`src/rtl/mem_stage.sv`:
```
// Memory-access stage: one word load/store per instruction over a req/ack bus, result to writeback via valid/ready.
// Optional bus timeout enabled by defining MEM_STAGE_TIMEOUT_EN (default build waits on mem_ack indefinitely).
module mem_stage #(
  parameter int DBITS          = 32,
  parameter int TIMEOUT_CYCLES = 255
) (
  input  logic             clk,
  input  logic             reset_n,
  input  logic             in_valid,
  output logic             in_ready,
  input  logic             in_is_load,
  input  logic             in_is_store,
  input  logic [DBITS-1:0] in_addr,
  input  logic [DBITS-1:0] in_wdata,
  output logic             out_valid,
  input  logic             out_ready,
  output logic [DBITS-1:0] out_data,
  output logic             out_err,
  output logic             mem_req,
  output logic             mem_we,
  output logic [DBITS-1:0] mem_addr,
  output logic [DBITS-1:0] mem_wdata,
  input  logic             mem_ack,
  input  logic [DBITS-1:0] mem_rdata
);

  if ((DBITS % 8) != 0 || DBITS < 16 || TIMEOUT_CYCLES < 1) begin : g_bad_param
    $error("mem_stage: DBITS must be a multiple of 8 and >= 16, TIMEOUT_CYCLES >= 1");
  end

  typedef enum logic [1:0] {IDLE, REQ, RESP} state_t;

  state_t           state_q;
  logic [DBITS-1:0] out_data_q;
  logic             out_err_q;
  logic             mem_we_q;
  logic [DBITS-1:0] mem_addr_q;
  logic [DBITS-1:0] mem_wdata_q;
  logic             is_mem_op;
  logic             bad_op;

`ifdef MEM_STAGE_TIMEOUT_EN
  localparam int             CW      = $clog2(TIMEOUT_CYCLES + 1);
  localparam logic [CW-1:0]  TO_LAST = CW'(TIMEOUT_CYCLES - 1);
  logic [CW-1:0]             cnt_q;
`endif

  // Handshake signals come straight from state so no input reaches an output combinationally.
  assign in_ready  = (state_q == IDLE);
  assign out_valid = (state_q == RESP);
  assign mem_req   = (state_q == REQ);
  assign out_data  = out_data_q;
  assign out_err   = out_err_q;
  assign mem_we    = mem_we_q;
  assign mem_addr  = mem_addr_q;
  assign mem_wdata = mem_wdata_q;

  assign is_mem_op = in_is_load | in_is_store;
  assign bad_op    = (in_is_load & in_is_store) | (|in_addr[1:0]);

  always_ff @(posedge clk or negedge reset_n) begin
    if (!reset_n) begin
      state_q     <= IDLE;
      out_data_q  <= '0;
      out_err_q   <= 1'b0;
      mem_we_q    <= 1'b0;
      mem_addr_q  <= '0;
      mem_wdata_q <= '0;
`ifdef MEM_STAGE_TIMEOUT_EN
      cnt_q       <= '0;
`endif
    end else begin
      case (state_q)
        IDLE: begin
          if (in_valid) begin
            if (!is_mem_op) begin
              out_data_q <= in_addr;
              out_err_q  <= 1'b0;
              state_q    <= RESP;
            end else if (bad_op) begin
              out_data_q <= '0;
              out_err_q  <= 1'b1;
              state_q    <= RESP;
            end else begin
              mem_addr_q  <= in_addr;
              mem_we_q    <= in_is_store;
              mem_wdata_q <= in_wdata;
`ifdef MEM_STAGE_TIMEOUT_EN
              cnt_q       <= '0;
`endif
              state_q     <= REQ;
            end
          end
        end
        REQ: begin
          // An ack on the final allowed cycle takes priority over the timeout.
          if (mem_ack) begin
            out_data_q <= mem_we_q ? '0 : mem_rdata;
            out_err_q  <= 1'b0;
            state_q    <= RESP;
          end
`ifdef MEM_STAGE_TIMEOUT_EN
          else if (cnt_q == TO_LAST) begin
            out_data_q <= '0;
            out_err_q  <= 1'b1;
            state_q    <= RESP;
          end else begin
            cnt_q <= cnt_q + 1'b1;
          end
`endif
        end
        RESP: begin
          if (out_ready) state_q <= IDLE;
        end
        default: state_q <= IDLE;
      endcase
    end
  end

endmodule

```
`config.mk`:
```
export PLATFORM = sky130hd
export DESIGN_NAME = mem_stage
export DESIGN_NICKNAME = d
export VERILOG_FILES = /design/src/rtl/mem_stage.sv
export SDC_FILE = /design/constraint.sdc
export NUM_CORES = 1
export LEC_CHECK = 0
export ABC_AREA = 1
export CORE_MARGIN = 3
export CORE_UTILIZATION = 40
export DETAILED_ROUTE_END_ITERATION = 12
export DONT_BUFFER_PORTS = 1
export HOLD_SLACK_MARGIN = 0.1
export SLEW_MARGIN = 20
export SYNTH_ARGS = -nofsm -noshare
export SYNTH_HDL_FRONTEND = slang
export SYNTH_SLANG_ARGS = --single-unit
```
`constraint.sdc`:
```
create_clock -name clk -period 1.8 [get_ports clk]
set_input_delay 0.36 -clock clk [delete_from_list [all_inputs] [get_ports clk]]
set_output_delay 0.36 -clock clk [all_outputs]
set_load 0.01 [all_outputs]
```
==> flow_summary.toml <==
[detailed_routing]
dr.pass1.iters = 4
antenna_left = 0
first_iter_violations = 323
avgRoutedWirePerCell_um = 17.2
totalWireLength_um = 12700
drc = 0
viasPerCell = 5.20
vias = 3814

[finish]
fill_cells = 1018
area_growth_syn_to_layout_pct = 17.8
n_antenna_cell = 0
mostFrequentLayoutCell = "nand2_1"
drive_gt1_share_pct = 6.02
fin_nets = 698
seq_area_um2 = 2500
final_cell_mix = "nand2_1, dfrtp_1, nand3_1, dlygate4sd3_1, buf_4"
multi_input_area_um2 = 1690

[worst_setup_path]
reg2reg_depth = 8
cp_max_fo = 13
cp-end-kind = "output pin"
crit_slowest_cell = "dfrtp_1"
required_ps = 1440
max_stage_delay_ps = 430
startpoint = "state_q[1]$_DFFE_PN0P_"
cp_top_family = "flip-flops"
cp-start-kind = "flop"
cp.arrival_ps = 1300
crit_buf_inv = 3
cp_cell_sequence = "inv_2 > nand2_2 > inv_1 > buf_4"
path_class = "flop to output pin"
reg2reg_from = "state_q[0]$_DFFE_PN0P_"
cp.depth = 4

[synth]
ys_seq_area_share_pct = 56.5
yosysTopAreaCell = "dfrtp_1"
synth_area_leaders = "dfrtp_1, nand2_1, nand3_1, buf_4, buf_2"
synth_seq_cells = 100
synthFlopType = "dfrtp_1"
syn_area_um2 = 4430
synthDistinctLibCells = 16
ys_async_sr_fraction_pct = 100
synth_edf_count = 0
synth.net_count = 656
synth_cells = 553
synth.avg_cell_area_um2 = 8.00
yosysTopAreaCellShare_pct = 56.5
yosysWarnings = 0

[clocking]
cts_buffers = 9
htreeDepth = 3
cts-hold-fix-buffers = 50
clock_latency_ps = 360
cts.sink_count = 100
cts_root_buf = "clkbuf_8"
clk_path_buf_depth = 2
cts_tree = "yes"
ctsResizeCount = 0
clkTransAtPathRegs_ps = 90
post_cts_buffers = 0

[grt]
grt_overflow = 0
first_global_vias = 3917
use_met2_pct = 33.2
grt_pass1_wl_um = 20700
grt_most_used_layer = "met2"
track_usage_pct = 20.7
antenna_found_initial = 0
grt_util_met1_pct = 26.0
grt_max_degree = 101
use_met3_pct = 8.24

[sta]
slew_headroom_pct = 71.5
slew_violations = 0
max_slew.worst_pin.slew_ps = 427
finalHoldViolations = 100
tns_ps = 0
skew_ps = 13.0
rsz0062_at_grt = "no"
setup-violations-final = 0
hold-worst-slack_ps = -315
finalCritPeriodShare_pct = 92.2
postLayoutSetupSlackWorst_ps = 141
fmaxAchievable_ghz = 0.603
period_needed_ps = 1660

[placed_design]
hpwl_um = 8340
dp_slack_ps = 221
port_buffers = 0
gp_congestion = 0.843

[power]
ir_worst_vdd_mv = 0.623
power_density_nw_per_um2 = 1510
p_switching_w = 0.00330
p_sw_share_pct = 41.9
p_int_w = 0.00457
power.clock.fraction_pct = 16.0
combPwrFrac_pct = 25.2
p_leak_nw = 2.84
p_seq_share_pct = 58.8

[min_path]
hold_class = "input port to asynchronous set/reset pin"

[die]
ios = 204
coreArea_um2 = 10600
initial_core_util_pct = 41.9
die_area_um2 = 12400
num_rows = 37
fp.dieH_um = 111
die_w_um = 111

[run_status]
violations = "hold timing"
status = "finished with violations"

[job]
drv_cap = 0
-- through the flow --
| stage | total power, W | util [%] | cell area, µm² | std cells | hold WS, ps |
|---|---|---|---|---|---|
| 2_1_floorplan | 0.00583 | - | 4430 | 553 | 64.4 |
| 3_3_place_gp | 0.00649 | 43.2 | 4560 | 670 | 66.5 |
| 3_5_place_dp | 0.00657 | 43.2 | 4560 | 670 | 66.5 |
| 4_1_cts | 0.00794 | 49.4 | 5220 | 734 | -335 |
| 5_1_grt | 0.00846 | 49.4 | 5220 | 734 | -344 |
| 6_report | 0.00787 | 49.4 | 5220 | 734 | -315 |
-- per-layer routing --
| metal | routed length, µm | up-vias |
|---|---|---|
| li1 | - | 1809 |
| met1 | 5180 | 1794 |
| met2 | 6010 | 201 |
| met3 | 1340 | 10 |
| met4 | 134 | 0 |
| met5 | 0 | - |
-- kinds of logic (layout without fill, tap and decap cells) --
kind of cell,after synthesis,after routing,synth area share [%]
and+or+nand+nor,404,404,37.8
DFF,100,100,56.5
buffers and inverters,47,92,5.43
AOI/OAI and AO/OA,2,2,0.226
-- layout make-up --
type | instances | share of cell area (%)
Clock buffer | 12 | 2.78
Clock inverter | 2 | 0.240
Inverter | 13 | 0.935
Multi-Input combinational cell | 406 | 32.3
Sequential cell | 100 | 48.0
Tap cell | 136 | 3.26
Timing Repair Buffer | 65 | 12.5
-- sequential cells by signal, indices dropped and copies added, names as in the netlist --
register	cells
out_err	1
mem_addr	32
mem_we	1
state_q	2
out_data	32
mem_wdata	32
-- power by group through the flow --
stage,clock (W),combinational (W),sequential (W)
detailed placement,0,0.00191,0.00466
finish,0.00126,0.00199,0.00463
global placement,0,0.00182,0.00467
CTS,0.00130,0.00199,0.00465
global route,0.00138,0.00231,0.00476
floorplan,0,0.00146,0.00438
-- final timing paths --
path,end,slack [ps]
max,mem_req,140
min,out_data[15]$_DFFE_PN0P_,-320
max reg2reg,mem_wdata[11]$_DFFE_PN0P_,250
min reg2reg,out_data[18]$_DFFE_PN0P_,540
max in group asynchronous,mem_wdata[20]$_DFFE_PN0P_,1950
min in group clk,mem_addr[28]$_DFFE_PN0P_,120
-- synthesized netlist by cell type (2+ instances only) --
cell type and count:
clkbuf_1 7, dfrtp_1 100, nor2_4 3, inv_1 11
buf_4 11, buf_1 3, nand2_1 295, nand2_2 2
nor2_1 6, nand3_1 96, o21ai_0 2, buf_2 12
inv_2 2
-- worst register-to-register path, stage by stage (launching register included) --
cell	delay, ps
dfrtp_1	460
nor2_4	170
nand2_1	110
nor2_4	130
nand2_2	80
inv_2	80
buf_4	280
nand2_1	110
nand2_1	70
(Power assumes the default switching activity.)
==> patch 1, RTL diff (config.mk and constraints unchanged) <==
Change the parameter `DBITS` from 32 to 48.
--- a/src/rtl/mem_stage.sv
+++ b/src/rtl/mem_stage.sv
@@ -3,3 +3,3 @@
 module mem_stage #(
-  parameter int DBITS          = 32,
+  parameter int DBITS          = 48,
   parameter int TIMEOUT_CYCLES = 255
Interface: changed (6 resized); port bits go from 204 to 300. No check against the original RTL was run, so the function may have changed too.
==> patch 1 against the unedited design <==
- the flow still finishes with violations (negative hold slack)
- worst setup slack lost 0.044 ns
- sequential cell count grew 48
- total power grew 68%
- register-to-register slack gained 0.06 ns
- final area grew 63%
- sequential power grew 41%
- sequential share of layout area shrank 4.5 points
- non-clock buffer count grew 57
- via count grew 59%
- routed wire length grew 76%
- first-iteration DRC count grew 35%
- area after synthesis grew 50%
- critical path type unchanged
==> patch 1: results (changes against the unedited design) <==
Logic synthesis
  • Synth top cells by count: nand2_1, dfrtp_1, nand3_1
  • Seq/Total Area, Yosys: 0.560 (-0.00574)
  • Synth cell types: 17 (+1)

Detailed routing
  • Initial DRC count: 436 (+35%)
  • DRT Pass-1 Iters: 5 (+1)
  • DRT Wirelength: 22.2 mm (+76%)

Clock network
  • Clk_lat worst skew: 0.42 ns (+0.06 ns)
  • H-tree levels: 4 (+1)
  • Clk pin slew, worst setup/hold paths: 0.06 ns (-0.03 ns)
  • CTS buffer count: 17 (+8)
  • CTS Hold Buffers Added: 96 (+92%)
  • Root Driver: clkbuf_16

Run status
  • Failing checks: negative hold slack
  • Status: complete, but fails checks

Finish
  • Fill cell count: 1507 (+48%)
  • Finished Layout Cells: 1128 (+54%)
  • Ratio of cells with drive above 1 in the final layout: 0.0789 (+0.0187)

Placement
  • Post-DP HPWL: 14.0 mm (+68%)
  • Dpl cells: 998 (+49%)
  • GP Congestion: 0.761 (-9.7%)

Pwr
  • Leakage power: 0.00432 uW (+52%)
  • P_int: 8190 uW (+79%)
  • Peak supply drop: 0.000722 V (+16%)

Global route
  • Global-route wire length before repair: 34.3 mm (+66%)
  • Antenna violations before repair: 1 (+1)

Critical path
  • Reg2reg end: mem_wdata[28]
  • Slowest cell on the critical path: dfrtp_2
  • R2R Setup Slk: 0.31 ns (+0.06 ns)
  • Crit Path Max Fanout: 12 (-1)
  • R2R cell count: 7 (-1)

Timing
  • Final hold violations: 148 (+48%)
  • Final Skew: 0.0100 ns (-0.00299 ns)
  • Worst-margin pin slew: 0.648 ns (+0.221 ns)
  • Hold Slack: -0.366 ns (-0.0506 ns)
## patch 1: cell types whose count changed after synthesis, moves of 8 or more
cell / change
o21ai_0: +86
nand2_1: +49
nand3_1: +49
dfrtp_1: +48
clkbuf_1: +23
buf_2: +15
o21ai_1: +9
buf_4: -8
## patch 1: cell type report
type / instances / area (sq um) / share of cell area
repair buffers: 122 / 1270 / 0.149
multi-input cells: 598 / 2590 / 0.304
inverters: 12 / 50.0 / 0.00588
clock buffers: 20 / 457 / 0.0536
clock inverters: 12 / 174 / 0.0204
flip-flops and latches: 148 / 3700 / 0.435
well taps: 216 / 270 / 0.0317
## patch 1: power groups by stage
stage / logic, uW / registers [uW] / clock network [uW]
4_1_cts: 2860 / 6550 / 3890
5_1_grt: 3280 / 6680 / 4030
3_3_place_gp: 2610 / 6580 / 0
3_5_place_dp: 2690 / 6580 / 0
2_1_floorplan: 1900 / 6120 / 0
6_report: 2870 / 6530 / 3820
## patch 1: repair_timing
item | in CTS | in global routing
buffers inserted | 0 | 2
endpoints found under the setup margin | 1 | 2
resized for setup | 2 | 3
pin swaps | 0 | 0
endpoints found under the hold margin | 244 | 148
## patch 1: worst max path at each step
stage	depth (start not counted)	endpoint	start	slack, ns
detailed placement	7	mem_we	state_q[1]	0.31
finish	4	mem_req	state_q[0]	0.1
CTS	3	out_valid	state_q[1]	0.0004
global placement	7	mem_we	state_q[1]	0.35
global route	4	mem_req	state_q[0]	0.04
floorplan	8	out_data[0]	state_q[0]	0.37
## patch 1: worst max-delay path: cells and delay by family, from the launching register on
family                 cells  cell delay (ns)
buffers and inverters      3             0.37
flip-flops                 1             0.44
AND/OR/NAND/NOR            1             0.12
## patch 1: routing by layer
metal  wire length, um  GRT usage
met1              8810      0.297
met2             10600      0.394
met3              2160     0.0842
met4               634     0.0911
met5                11          0
==> patch 2, RTL diff (same settings) <==
Made on the original files. Reset style: synchronous (`reset_n`), changed in one clocked block.
--- a/src/rtl/mem_stage.sv
+++ b/src/rtl/mem_stage.sv
@@ -60,3 +60,3 @@
 
-  always_ff @(posedge clk or negedge reset_n) begin
+  always_ff @(posedge clk) begin
     if (!reset_n) begin
Formal check against the unedited RTL: differs if reset_n is asserted again (counterexample within 4 cycles, from zero or initial values and one cycle with reset_n low); with reset_n held inactive, the same outputs for 4 cycles.
==> patch 2 against the unedited design <==
- sequential cell count is the same
- area after synthesis decreased by 4.4%
- via count down 1.0%
- global-route usage decreased by 1.9 points
- final area shrank 14%
- sequential share of layout area down 3.4 points
- fmax up 4.4%
- routed wire length down 10%
- worst setup slack better by 0.070 ns
- synthesized cell count increased by 13%
- critical endpoint unchanged
- largest cell class unchanged
Power is not compared: it rests on default switching activity, and its combinational part moved more than twofold at a synthesized area within 25%.
==> patch 2: results (changes against the unedited design) <==
Critical path
  • Slowest cell on the critical path: dfxtp_1
  • Crit Path Max Fanout: 9 (-4)

Logic synthesis
  • Synth cell types: 18 (+2)
  • Syn Area/Cell: 6.76 sq um (-16%)
  • Synth top area cells: dfxtp_1, nor2_1, nand2_1
  • Seq/Total Area, Yosys: 0.473 (-0.0921)
  • Synth top cells by count: nor2_1, nand2_1, dfxtp_1
  • Asr flop ratio synth: 0 (-1.00)

Detailed routing
  • DRT Pass-1 Iters: 4 (unchanged)
  • Via count: 3774 (-1.0%)
  • Initial DRC count: 261 (-19%)
  • Avg WL per Cell: 15.3 um (-11%)

Worst hold path
  • Worst min path class: primary input to flip-flop

Run status
  • Status: completed

Placement
  • Dpl ws: 0.332 ns (+0.111 ns)
  • Post-DP HPWL: 8.01 mm (-4.0%)
  • Dpl cells: 730 (+9.0%)
  • Total placed instance area: 4300 sq um (-5.6%)

Finish
  • Total Nets Final: 711 (+1.9%)
  • Fill cell count: 1057 (+3.8%)
  • Design area: 4490 sq um (-14%)
  • Finished Layout Cells: 745 (+1.5%)
  • Ratio of cells with drive above 1 in the final layout: 0.0556 (-0.00465)

Global route
  • Largest net degree at the start of global routing: 97 (-4.0%)
  • Total Routing Usage GR: 0.188 (-0.0186)
  • Global-route wire length before repair: 17.5 mm (-15%)
  • Vias in the first global route: 3499 (-11%)

Timing
  • Final Skew: 0.0112 ns (-0.00180 ns)
  • Worst-margin pin slew: 0.322 ns (-0.105 ns)

Clock network
  • CTS Hold Buffers Added: 0 (-100%)
  • H-tree levels: 3 (unchanged)
-- patch 2: cell type report --
type / instances / area share
Clock buffer: 13 / 0.0331
Clock inverter: 2 / 0.00780
Inverter: 44 / 0.0373
Multi-Input combinational cell: 440 / 0.409
Sequential cell: 100 / 0.446
Tap cell: 133 / 0.0370
Timing Repair Buffer: 13 / 0.0301
-- patch 2: cell families after synthesis --
logic type      synth area share
compound gates            0.0793
buf+inv                   0.0932
flops                      0.473
simple gates               0.354
-- patch 2: path summary, 6_finish.rpt --
path	from	to	slack [ns]	depth (start not counted)
setup / recovery	state_q[0]	mem_req	0.21	3
hold / removal	reset_n	mem_wdata[21]	0.13	2
setup reg to reg	state_q[0]	mem_addr[8]	0.30	7
hold reg to reg	mem_addr[0]	mem_addr[0]	0.50	2
-- patch 2: worst reg2reg max path, stage by stage, from the launching register on --
cell and delay, ns:
dfxtp_1 0.37, nor2_2 0.21, nand2_1 0.09, nor2_1 0.11
nand2_2 0.08, buf_4 0.23, o21ai_0 0.25, nor2_1 0.07
-- patch 2: power by group through the flow --
stage	Combinational (uW)	Sequential, uW	Clock (uW)
after CTS	571	2560	1450
after detailed placement	569	2610	0
after floorplan	508	2570	0
after global placement	553	2610	0
final	568	2550	1420
after global routing	680	2570	1560
-- patch 2: layer usage --
layer / part of all wire / routed length, um / track usage
met3: 0.11 / 1220 / 0.0823
met4: 0.0095 / 108 / 0.0514
met2: 0.50 / 5630 / 0.331
met5: 0 / 0 / 0
met1: 0.39 / 4410 / 0.207
